===== src/rtl/river_pkg.sv =====
// Shared RiVer pipeline types: access sizes, MEM->WBK entry layout, MEM FSM states,
// plus the lane helpers used by the memory stage.
package river_pkg;

    typedef enum logic [1:0] {
        BYTE = 2'b00,
        HALF = 2'b01,
        WORD = 2'b10
    } mem_size_t;

    typedef enum logic {
        RUN       = 1'b0,
        MISS_WAIT = 1'b1
    } mem_state_t;

    typedef struct packed {
        logic [31:0] res;
        logic [5:0]  dest;
        logic        wb;
        logic [31:0] pc;
        logic [31:0] csr_rdata;
        logic        csr_we;
        logic        mult;
    } mem2wbk_entry_t;

    // Code 11 has no access size of its own and behaves as a word access.
    function automatic mem_size_t decode_size(logic [1:0] code);
        mem_size_t size;
        case (code)
            2'b00:   size = BYTE;
            2'b01:   size = HALF;
            default: size = WORD;
        endcase
        return size;
    endfunction

    function automatic logic [3:0] byte_sel(mem_size_t size, logic [1:0] off);
        logic [3:0] sel;
        case (size)
            BYTE:    sel = 4'b0001 << off;
            HALF:    sel = 4'b0011 << off;
            default: sel = 4'b1111;
        endcase
        return sel;
    endfunction

    function automatic logic [31:0] store_data(mem_size_t size, logic [31:0] d);
        logic [31:0] lanes;
        case (size)
            BYTE:    lanes = {4{d[7:0]}};
            HALF:    lanes = {2{d[15:0]}};
            default: lanes = d;
        endcase
        return lanes;
    endfunction

    function automatic logic [31:0] load_align(logic [31:0] word, logic [1:0] off,
                                               mem_size_t size, logic sign);
        logic [31:0] sh;
        logic [31:0] val;
        sh = word >> {off, 3'b000};
        case (size)
            BYTE:    val = {{24{sign & sh[7]}}, sh[7:0]};
            HALF:    val = {{16{sign & sh[15]}}, sh[15:0]};
            default: val = sh;
        endcase
        return val;
    endfunction

endpackage


===== src/rtl/mem2wbk_fifo.sv =====
// Two-entry MEM->WBK FIFO. Push is dropped when full, pop is dropped when empty;
// a simultaneous push and pop at count 1 leaves the new entry at the head.
module mem2wbk_fifo
    import river_pkg::*;
#(
    parameter int unsigned FIFO_DEPTH = 2
) (
    input  logic           clk,
    input  logic           reset,
    input  logic           push,
    input  mem2wbk_entry_t push_data,
    input  logic           pop,
    output mem2wbk_entry_t head,
    output logic           full,
    output logic           empty
);

    mem2wbk_entry_t entries_q [FIFO_DEPTH];
    logic           wr_ptr_q;
    logic           rd_ptr_q;
    logic [1:0]     count_q;
    logic           push_ok;
    logic           pop_ok;

    assign full    = (count_q == 2'(FIFO_DEPTH));
    assign empty   = (count_q == 2'd0);
    assign push_ok = push && !full;
    assign pop_ok  = pop && !empty;
    assign head    = entries_q[rd_ptr_q];

    always_ff @(posedge clk or posedge reset) begin
        if (reset) begin
            for (int i = 0; i < FIFO_DEPTH; i++) begin
                entries_q[i] <= '0;
            end
            wr_ptr_q <= 1'b0;
            rd_ptr_q <= 1'b0;
            count_q  <= 2'd0;
        end else begin
            if (push_ok) begin
                entries_q[wr_ptr_q] <= push_data;
                wr_ptr_q            <= ~wr_ptr_q;
            end
            if (pop_ok) begin
                rd_ptr_q <= ~rd_ptr_q;
            end
            count_q <= count_q + 2'(push_ok) - 2'(pop_ok);
        end
    end

endmodule


===== src/rtl/mem_stage.sv =====
// RiVer memory stage: issues load/store requests to the data cache, waits out misses,
// aligns/extends load data and queues one result per instruction for writeback.
module mem_stage
    import river_pkg::*;
#(
    parameter int unsigned FIFO_DEPTH = 2
) (
    input  logic        clk,
    input  logic        reset,
    input  logic [31:0] EXE_RES_RE,
    input  logic [31:0] MEM_DATA_RE,
    input  logic [5:0]  EXE_DEST_RE,
    input  logic        WB_RE,
    input  logic [31:0] PC_EXE2MEM_RE,
    input  logic        MEM_LOAD_RE,
    input  logic        MEM_STORE_RE,
    input  logic [1:0]  MEM_SIZE_RE,
    input  logic        MEM_SIGN_EXTEND_RE,
    input  logic        CSR_WENABLE_RE,
    input  logic [31:0] CSR_RDATA_RE,
    input  logic        MULT_INST_RE,
    input  logic        EXE2MEM_EMPTY_SE,
    output logic        EXE2MEM_POP_SM,
    output logic [31:0] MCACHE_ADR_SM,
    output logic [31:0] MCACHE_DATA_SM,
    output logic        MCACHE_ADR_VALID_SM,
    output logic        MCACHE_WE_SM,
    output logic [3:0]  MCACHE_BYT_SEL_SM,
    input  logic [31:0] MCACHE_RESULT_SM,
    input  logic        MCACHE_STALL_SM,
    output logic        MISALIGN_SM,
    output logic [31:0] MEM_RES_RM,
    output logic [5:0]  MEM_DEST_RM,
    output logic        WB_RM,
    output logic [31:0] PC_MEM2WBK_RM,
    output logic [31:0] CSR_RDATA_RM,
    output logic        CSR_WENABLE_RM,
    output logic        MULT_INST_RM,
    output logic        MEM2WBK_EMPTY_SM,
    input  logic        MEM2WBK_POP_SW
);

    mem_state_t     state_q, state_d;
    mem2wbk_entry_t head_entry, push_data, fifo_head;
    mem_size_t      size_eff;
    logic [1:0]     off;
    logic           is_mem, misaligned, can_go, full, push, pop, latch_en;

    // Request captured on a miss; the upstream head is not trusted after that.
    logic [31:0]    lat_adr_q, lat_data_q;
    logic [3:0]     lat_sel_q;
    logic           lat_we_q, lat_sign_q;
    logic [1:0]     lat_off_q;
    mem_size_t      lat_size_q;
    mem2wbk_entry_t lat_entry_q;

    assign size_eff   = decode_size(MEM_SIZE_RE);
    assign off        = EXE_RES_RE[1:0];
    assign is_mem     = MEM_LOAD_RE | MEM_STORE_RE;
    assign misaligned = is_mem && ((size_eff == HALF && off[0]) ||
                                   (size_eff == WORD && off != 2'b00));
    // Reset also gates the issue path so nothing leaks out while it is held.
    assign can_go     = !reset && !EXE2MEM_EMPTY_SE && !full;

    assign head_entry = '{res: EXE_RES_RE, dest: EXE_DEST_RE, wb: WB_RE, pc: PC_EXE2MEM_RE,
                          csr_rdata: CSR_RDATA_RE, csr_we: CSR_WENABLE_RE, mult: MULT_INST_RE};

    always_comb begin
        state_d             = state_q;
        pop                 = 1'b0;
        push                = 1'b0;
        latch_en            = 1'b0;
        push_data           = head_entry;
        MISALIGN_SM         = 1'b0;
        MCACHE_ADR_VALID_SM = 1'b0;
        MCACHE_ADR_SM       = '0;
        MCACHE_DATA_SM      = '0;
        MCACHE_WE_SM        = 1'b0;
        MCACHE_BYT_SEL_SM   = '0;
        unique case (state_q)
            RUN: begin
                if (can_go) begin
                    if (!is_mem) begin
                        pop  = 1'b1;
                        push = 1'b1;
                    end else if (misaligned) begin
                        MISALIGN_SM  = 1'b1;
                        pop          = 1'b1;
                        push         = 1'b1;
                        push_data.wb = 1'b0;
                    end else begin
                        MCACHE_ADR_VALID_SM = 1'b1;
                        MCACHE_ADR_SM       = {EXE_RES_RE[31:2], 2'b00};
                        MCACHE_DATA_SM      = store_data(size_eff, MEM_DATA_RE);
                        MCACHE_WE_SM        = MEM_STORE_RE;
                        MCACHE_BYT_SEL_SM   = byte_sel(size_eff, off);
                        if (!MCACHE_STALL_SM) begin
                            pop           = 1'b1;
                            push          = 1'b1;
                            push_data.res = MEM_STORE_RE ? 32'd0 :
                                load_align(MCACHE_RESULT_SM, off, size_eff, MEM_SIGN_EXTEND_RE);
                        end else begin
                            latch_en = 1'b1;
                            state_d  = MISS_WAIT;
                        end
                    end
                end
            end
            MISS_WAIT: begin
                MCACHE_ADR_VALID_SM = 1'b1;
                MCACHE_ADR_SM       = lat_adr_q;
                MCACHE_DATA_SM      = lat_data_q;
                MCACHE_WE_SM        = lat_we_q;
                MCACHE_BYT_SEL_SM   = lat_sel_q;
                if (!MCACHE_STALL_SM) begin
                    pop           = 1'b1;
                    push          = 1'b1;
                    push_data     = lat_entry_q;
                    push_data.res = lat_we_q ? lat_entry_q.res :
                        load_align(MCACHE_RESULT_SM, lat_off_q, lat_size_q, lat_sign_q);
                    state_d       = RUN;
                end
            end
        endcase
    end

    always_ff @(posedge clk or posedge reset) begin
        if (reset) begin
            state_q     <= RUN;
            lat_adr_q   <= '0;
            lat_data_q  <= '0;
            lat_sel_q   <= '0;
            lat_we_q    <= 1'b0;
            lat_sign_q  <= 1'b0;
            lat_off_q   <= '0;
            lat_size_q  <= BYTE;
            lat_entry_q <= '0;
        end else begin
            state_q <= state_d;
            if (latch_en) begin
                lat_adr_q   <= MCACHE_ADR_SM;
                lat_data_q  <= MCACHE_DATA_SM;
                lat_sel_q   <= MCACHE_BYT_SEL_SM;
                lat_we_q    <= MCACHE_WE_SM;
                lat_sign_q  <= MEM_SIGN_EXTEND_RE;
                lat_off_q   <= off;
                lat_size_q  <= size_eff;
                // res is zero so a completed store pushes 0 straight from the latch.
                lat_entry_q <= '{res: '0, dest: EXE_DEST_RE, wb: WB_RE, pc: PC_EXE2MEM_RE,
                                 csr_rdata: CSR_RDATA_RE, csr_we: CSR_WENABLE_RE,
                                 mult: MULT_INST_RE};
            end
        end
    end

    assign EXE2MEM_POP_SM = pop;

    mem2wbk_fifo #(
        .FIFO_DEPTH (FIFO_DEPTH)
    ) u_fifo (
        .clk       (clk),
        .reset     (reset),
        .push      (push),
        .push_data (push_data),
        .pop       (MEM2WBK_POP_SW),
        .head      (fifo_head),
        .full      (full),
        .empty     (MEM2WBK_EMPTY_SM)
    );

    assign MEM_RES_RM     = fifo_head.res;
    assign MEM_DEST_RM    = fifo_head.dest;
    assign WB_RM          = fifo_head.wb;
    assign PC_MEM2WBK_RM  = fifo_head.pc;
    assign CSR_RDATA_RM   = fifo_head.csr_rdata;
    assign CSR_WENABLE_RM = fifo_head.csr_we;
    assign MULT_INST_RM   = fifo_head.mult;

endmodule


===== config.mk =====
export PLATFORM = sky130hd
export DESIGN_NAME = mem_stage
export DESIGN_NICKNAME = d
export VERILOG_FILES = /design/src/rtl/river_pkg.sv /design/src/rtl/mem2wbk_fifo.sv /design/src/rtl/mem_stage.sv
export SDC_FILE = /design/constraint.sdc
export NUM_CORES = 1
export LEC_CHECK = 0
export ABC_AREA = 1
export CORE_MARGIN = 2
export CORE_UTILIZATION = 35
export CTS_CLUSTER_SIZE = 40
export DETAILED_ROUTE_END_ITERATION = 10
export GPL_TIMING_DRIVEN = 0
export PLACE_DENSITY = 0.54
export SYNTH_ARGS = -nofsm -noshare
export SYNTH_HDL_FRONTEND = slang
export SYNTH_SLANG_ARGS = --single-unit

===== constraint.sdc =====
create_clock -name clk -period 18.8 [get_ports clk]
set_input_delay 1.88 -clock clk [delete_from_list [all_inputs] [get_ports clk]]
set_output_delay 1.88 -clock clk [all_outputs]
set_load 0.01 [all_outputs]

# [Word level (Yosys, flattened, before mapping)]
# Index checks and enable logic that the tools add are counted.
[op_classes] n_lt_le_gt_ge=3 bitwise_logic=10 n_shift=4 n_reduce_logical=18 eq_ne=5 n_addsub=2 mux=60
[ops] operator="2-to-1 mux 105 bit" count=5
[ops] operator="2-to-1 mux 32 bit" count=12
[ops] operator="case mux 32 bit (2 select lines)" count=6
[ops] operator="bitwise mux 210 bit" count=1
[ops] operator="demux 105 bit (select 1 bit)" count=1
[ops] operator="2-to-1 mux 66 bit" count=1
[ops] operator="right shift 32 x 5 -> 32 bit" count=2
[ops] operator="2-to-1 mux 1 bit" count=22
[ops] operator="case mux 4 bit (2 select lines)" count=2
[ops] operator="2-to-1 mux 4 bit" count=3
[ops] operator="case mux 1 bit (2 select lines)" count=5
[ops] operator="logical AND 1 bit" count=8
[ops] operator="zero test 2 bit" count=4
[ops] operator="equality test 2 x 1 -> 1 bit, second input constant" count=3
[ops] operator="2-to-1 mux 6 bit" count=1
[ops] operator="AND 1 bit" count=4
[ops] operator="equality test 2 bit, second input constant" count=2
[ops] operator=">= comparator 2 bit, second input constant" count=2
[ops] operator="zero test 1 bit" count=4
[ops] operator="inverter 1 -> 2 bit" count=2
[ops] operator="case mux 2 bit (2 select lines)" count=1
[ops] operator="left shift 1 x 2 -> 4 bit, first input constant" count=1
[ops] operator="left shift 2 x 2 -> 4 bit, first input constant" count=1
[ops] operator="inverter 1 bit" count=3
[ops] operator="other kinds (6)" count=6
[word_totals] word_cells=133 output_inout_bits=178 reg_bits=362

# [Logic depth before layout (Yosys ltp)]
[logic_depth] depth_word=13 mapped_depth=14 depth_no_buf=13

# [By module]
# From an unflattened synthesis, not the netlist that was laid out.
[unflattened] hier_cells=2837 area_unflattened_um2=20031.7
[by_module_without_submodules] module="mem2wbk_fifo" area_per_inst_um2=10184.8 seq_area_each_um2=5355.1 cells_each=1304 n_inst=1
[by_module_without_submodules] module="mem_stage" area_per_inst_um2=9846.9 seq_area_each_um2=3703.6 cells_each=1533 n_inst=1

# [Worst setup path before layout]
# Ideal clock, no wire load.
[synth_timing] path_type="input port to output port" startpoint="input EXE_RES_RE[0]" endpoint="output MCACHE_ADR_SM[11]" required_time_ps=16920 arrival_time_ps=2968 cell_stages=8 setup_slack_ps=13952 cell_sequence="nor2_2 -> nor2_2 -> nor2_4 -> nand2_1 -> inv_2 -> nand2_2 -> buf_2 -> o22ai_1"
[synth_via] elab_chain_len=8
[synth_rtl] element="start, declared" line="mem_stage.sv:10" rtl="input logic [31:0] EXE_RES_RE,"
[synth_rtl] element="nonzero test 2 bit" line="mem_stage.sv:61" rtl="(size_eff == WORD && off != 2'b00));"
[synth_rtl] element="logical AND 1 bit" line="mem_stage.sv:61"
[synth_rtl] element="logical OR 1 bit *" line="mem_stage.sv:60" rtl="assign misaligned = is_mem && ((size_eff == HALF && off[0]) ||"
[synth_rtl] element="logical AND 1 bit *" line="mem_stage.sv:60"
[synth_rtl] element="2-to-1 mux 32 bit *" line="mem_stage.sv:86" rtl="end else if (misaligned) begin"
[synth_rtl] element="2-to-1 mux 32 bit *" line="mem_stage.sv:83" rtl="if (!is_mem) begin"
[synth_rtl] element="2-to-1 mux 32 bit *" line="mem_stage.sv:82" rtl="if (can_go) begin"
[synth_rtl] element="case mux 32 bit (2 select lines) *" line="mem_stage.sv:80" rtl="unique case (state_q)"
[synth_rtl] element="end, declared" line="mem_stage.sv:24" rtl="output logic [31:0] MCACHE_ADR_SM,"
# Every way passes the cells marked *; elsewhere a longest branch is shown, timed or not.

# [Worst setup path in the final report]
[layout_timing] startpoint="input EXE_RES_RE[1]" endpoint="output MCACHE_DATA_SM[20]"
[layout_via] elab_chain_len=8
[layout_rtl] element="nonzero test 2 bit" line="mem_stage.sv:61"
[layout_rtl] element="logical AND 1 bit" line="mem_stage.sv:61"
[layout_rtl] element="logical OR 1 bit" line="mem_stage.sv:60"
[layout_rtl] element="logical AND 1 bit" line="mem_stage.sv:60"
[layout_rtl] element="2-to-1 mux 32 bit" line="mem_stage.sv:86"
[layout_rtl] element="2-to-1 mux 32 bit" line="mem_stage.sv:83"
[layout_rtl] element="2-to-1 mux 32 bit" line="mem_stage.sv:82"
[layout_rtl] element="case mux 32 bit (2 select lines)" line="mem_stage.sv:80"
[layout_rtl] element="end, declared" line="mem_stage.sv:25" rtl="output logic [31:0] MCACHE_DATA_SM,"
# Every way passes these cells.

==> parameters.txt <==
Parameter                              Value

Placement
  Detail Placement HPWL    about 58,000 µm
  Worst setup slack after placement    ~12 ns
  Final RePlAce weighted congestion    between 0.9 and 1
  Count of input and output buffers    about 360

Logic synthesis
  #FFs+latches synth    approximately 360
  Number of instances in the synthesized netlist    about 2,600
  Mean instance size in the synthesized netlist    just over 7 µm²
  Sequential area share after synthesis    between 40% and 50%
  Flip-flop cell with the highest count after synthesis    sky130_fd_sc_hd__dfrtp_1
  Async S/R FF share, synth    100%
  Number of warnings issued by yosys    0
  Summed instance area of the synthesized netlist    around 19,000 µm²
  Netlist cell types    33
  Total nets after synthesis    ~2,800
  Number of enable-type register cells in the synthesized netlist    0

Drt
  Count of TritonRoute iterations in the first routing pass    5
  Number of vias per cell    roughly 5.1
  Detailed Route WL    between 70,000 and 80,000 µm
  Detailed router's first-iteration violation count    around 1,700
  Routed vias    ~19,000
  Routed metal-1 wirelength    33,900 µm
  Top layer reached by signal wires    met4
  Post-route ant nets    0
  WL per Instance    about 20 µm
  Met3 routed WL    roughly 5400 µm
  DR WL met2    35,400 µm
  DRC violations left    0

Clock tree
  Clock tree from TritonCTS    built
  Total of hold buffers inserted after clock tree synthesis    0
  Post-CTS resize count    0
  Clock latency on the worst-skew pair    between 0.5 and 0.6 ns
  Root Driver    sky130_fd_sc_hd__clkbuf_16
  Number of buffers created by CTS    43
  H-tree level count    2
  TritonCTS Sinks    about 360
  Total setup buffers inserted after CTS    0
  Clock buffer depth    3
  Clock-pin transition on the worst setup and hold timing paths    ~0.06 ns

Min path
  Path class of the lowest-slack min-delay path    flip-flop to flip-flop

Timing
  Unrepaired setup endpoints after global routing    no
  Share of the cycle needed by the critical path after routing    ~36%
  Post-layout minimum cycle time    ~6.7 ns
  Slew margin rel.    about 46%
  Setup-failing EPs final    0
  Number of slew-limit violations in the final report    0
  Measured slew at the worst slew-check pin    around 0.8 ns
  Final WS setup    approximately 12 ns
  Sum of negative setup slack    0 ns
  Worst hold-check slack    between 0.4 and 0.5 ns
  Fmax achieved    about 0.15 GHz
  Max Clock Skew    0.0238 ns
  Number of hold-slack violations in the final timing report    0

Status
  Status    finished clean

Global route
  Antenna violations before repair    3
  Wire length of the first global-routing pass    between 100,000 and 150,000 µm
  Total track usage    a little over a quarter
  Maximum number of pins on one net before global-route repair    116
  Via count of the first global-routing pass    roughly 19,000
  Global route overflow    0

Floorplan
  FP Rows    85
  Starting utilization of the core area    35.3%
  DIE AREA    ~56,000 µm²
  Top-level port count    approximately 360
  Die Ht    between 200 and 250 µm
  Core Area    53,700 µm²
  Die span in x    around 240 µm

Power
  Static leakage    ~12 nW
  Worst VDD drop    between 0.00006 and 0.00007 V
  Total power draw    ~0.0037 W
  Ratio of total power to cell area    149 nW/µm²

Worst setup path
  List of cells traversed by the critical path    clkdlybuf4s50_1 -> nor2_2 -> nor2_2 -> nor2_4 -> nand2_1 -> inv_2 -> nand2_2 -> buf_2 -> o22ai_1 -> clkdlybuf4s50_1
  WP data required    16.92 ns
  Top fanout value on the critical path    10
  Setup Crit Path Kind    input pin to output pin
  Critical path data arrival time    slightly below 5 ns
  Type of element launching the critical path    input pin
  Slowest stage delay, CP    a little over 0.6 ns
  Nature of the critical path endpoint    output pin
  Slowest stage cell on the critical path    sky130_fd_sc_hd__clkdlybuf4s50_1

Finish
  Number of nets at the end of the flow    between 3,000 and 4,000
  Share of final-layout standard cells stronger than drive strength 1    ~5.6%
  Synth-to-layout area growth    31.2%
  Core occupancy in the finished layout    ~46%

Run
  Number of maximum-capacitance constraint violations    0
-- worst paths after layout --
path | endpoint | depth (start not counted) | startpoint | slack (ns)
setup / recovery | MCACHE_DATA_SM[20] | 10 | EXE_RES_RE[1] | 12.08
hold / removal | u_fifo.entries_q[66] | 2 | u_fifo.entries_q[66] | 0.47
setup reg to reg | u_fifo.entries_q[96] | 10 | lat_off_q[0] | 16.35
hold reg to reg | u_fifo.entries_q[66] | 2 | u_fifo.entries_q[66] | 0.47
max in group asynchronous | u_fifo.entries_q[134] | 4 | reset | 15.40
min in group asynchronous | lat_we_q | 2 | reset | 2.02
-- metrics by stage --
| step | instances | cell area, µm² |
|---|---|---|
| global placement | 3700 | 23400 |
| detailed placement | 3703 | 23500 |
| finish | 3779 | 24900 |
| global route | 3779 | 24900 |
| floorplan | 2648 | 19000 |
| CTS | 3776 | 24900 |
-- final cells by class --
cell class / instances / area, µm²
diodes: 3 / 7.51
plain buffers: 167 / 867
repair buffers: 359 / 3650
fillers: 5401 / 28900
inverters: 278 / 1050
flip-flops and latches: 362 / 9060
multi-input cells: 1841 / 7980
well taps: 696 / 871
clock inverters: 10 / 173
clock buffers: 63 / 1200
-- worst max-delay path, delay by kind of cell --
| family | cells | cell delay (ns) |
|---|---|---|
| compound gates | 1 | 0.29 |
| buf+inv | 4 | 1.65 |
| simple gates | 5 | 0.98 |
-- cells in the final DEF (no fill, tap or decap), types with 3 or more instances in the layout --
cell,Yosys,final
sky130_fd_sc_hd__nand2_1,1101,1101
sky130_fd_sc_hd__o21ai_0,404,404
sky130_fd_sc_hd__dfrtp_1,362,362
sky130_fd_sc_hd__clkdlybuf4s50_1,0,356
sky130_fd_sc_hd__inv_1,269,268
sky130_fd_sc_hd__nand3_1,121,121
sky130_fd_sc_hd__clkbuf_1,78,93
sky130_fd_sc_hd__buf_2,54,54
sky130_fd_sc_hd__o21ai_1,53,53
sky130_fd_sc_hd__clkbuf_16,0,43
sky130_fd_sc_hd__a21oi_1,41,41
sky130_fd_sc_hd__o22ai_1,41,41
sky130_fd_sc_hd__nor2_1,40,40
sky130_fd_sc_hd__buf_6,20,20
sky130_fd_sc_hd__buf_1,9,9
sky130_fd_sc_hd__inv_2,7,7
sky130_fd_sc_hd__nand2_2,6,6
sky130_fd_sc_hd__buf_4,6,6
sky130_fd_sc_hd__nor2_4,5,5
sky130_fd_sc_hd__clkbuf_8,0,5
sky130_fd_sc_hd__a31oi_1,4,4
sky130_fd_sc_hd__o211ai_1,4,4
sky130_fd_sc_hd__bufinv_16,0,4
sky130_fd_sc_hd__diode_2,0,3
sky130_fd_sc_hd__nor2_2,3,3
sky130_fd_sc_hd__nand3_2,3,3
sky130_fd_sc_hd__clkinv_2,0,3
sky130_fd_sc_hd__buf_16,0,3
-- synth_stat cells, types with 2 or more instances --
master | count | area share, %
sky130_fd_sc_hd__nand3_1 | 121 | 3.2
sky130_fd_sc_hd__o21ai_1 | 53 | 1.4
sky130_fd_sc_hd__buf_6 | 20 | 1.2
sky130_fd_sc_hd__o211ai_1 | 4 | 0.16
sky130_fd_sc_hd__o21ai_0 | 404 | 11
sky130_fd_sc_hd__clkbuf_1 | 78 | 1.5
sky130_fd_sc_hd__a31oi_1 | 4 | 0.13
sky130_fd_sc_hd__nor2_2 | 3 | 0.099
sky130_fd_sc_hd__buf_4 | 6 | 0.24
sky130_fd_sc_hd__nor2_4 | 5 | 0.30
sky130_fd_sc_hd__inv_2 | 7 | 0.14
sky130_fd_sc_hd__a21oi_1 | 41 | 1.1
sky130_fd_sc_hd__nand2_2 | 6 | 0.20
sky130_fd_sc_hd__clkinv_1 | 2 | 0.040
sky130_fd_sc_hd__inv_1 | 269 | 5.3
sky130_fd_sc_hd__buf_2 | 54 | 1.4
sky130_fd_sc_hd__buf_1 | 9 | 0.18
sky130_fd_sc_hd__nand2_1 | 1101 | 22
sky130_fd_sc_hd__dfrtp_1 | 362 | 48
sky130_fd_sc_hd__nor2_1 | 40 | 0.79
sky130_fd_sc_hd__xnor2_1 | 2 | 0.092
sky130_fd_sc_hd__o221ai_1 | 2 | 0.092
sky130_fd_sc_hd__ha_1 | 2 | 0.13
sky130_fd_sc_hd__nand2_4 | 2 | 0.12
sky130_fd_sc_hd__o22ai_1 | 41 | 1.4
sky130_fd_sc_hd__nand3_2 | 3 | 0.16
-- power by group --
part	switching (W)	internal (W)	leakage [nW]
logic	0.000923	0.000627	6.64
registers	0.000158	0.00115	4.56
clock network	0.000344	0.000498	0.670
total	0.00142	0.00227	11.9
-- metal layers --
| metal | GRT usage, % | vias up |
|---|---|---|
| met2 | 43.9 | 688 |
| met5 | 0 | - |
| met1 | 36.8 | 9288 |
| li1 | - | 9134 |
| met3 | 5.61 | 95 |
| met4 | 6.67 | 0 |
-- cell families (layout without fill, tap and decap cells) --
logic type                 count (synthesis)  count (layout)  synth area share [%]
AOI/OAI and AO/OA                        550             550                  14.9
xor gates and xnor gates                   3               3                 0.139
adders and majority gates                  2               2                 0.132
buffers and inverters                    445             877                  10.1
DFF                                      362             362                  47.8
other                                      0               3                     0
and+or+nand+nor                         1286            1286                  26.9
-- state kept, by name, indices dropped and copies added, names as in the netlist, 2 cells and up --
| register | count |
|---|---|
| lat_adr_q | 32 |
| lat_data_q | 32 |
| lat_entry_q | 73 |
| lat_off_q | 2 |
| lat_sel_q | 4 |
| lat_size_q | 2 |
| u_fifo.count_q | 2 |
| u_fifo.entries_q | 210 |
No activity file was read; power rests on OpenSTA's default activity.
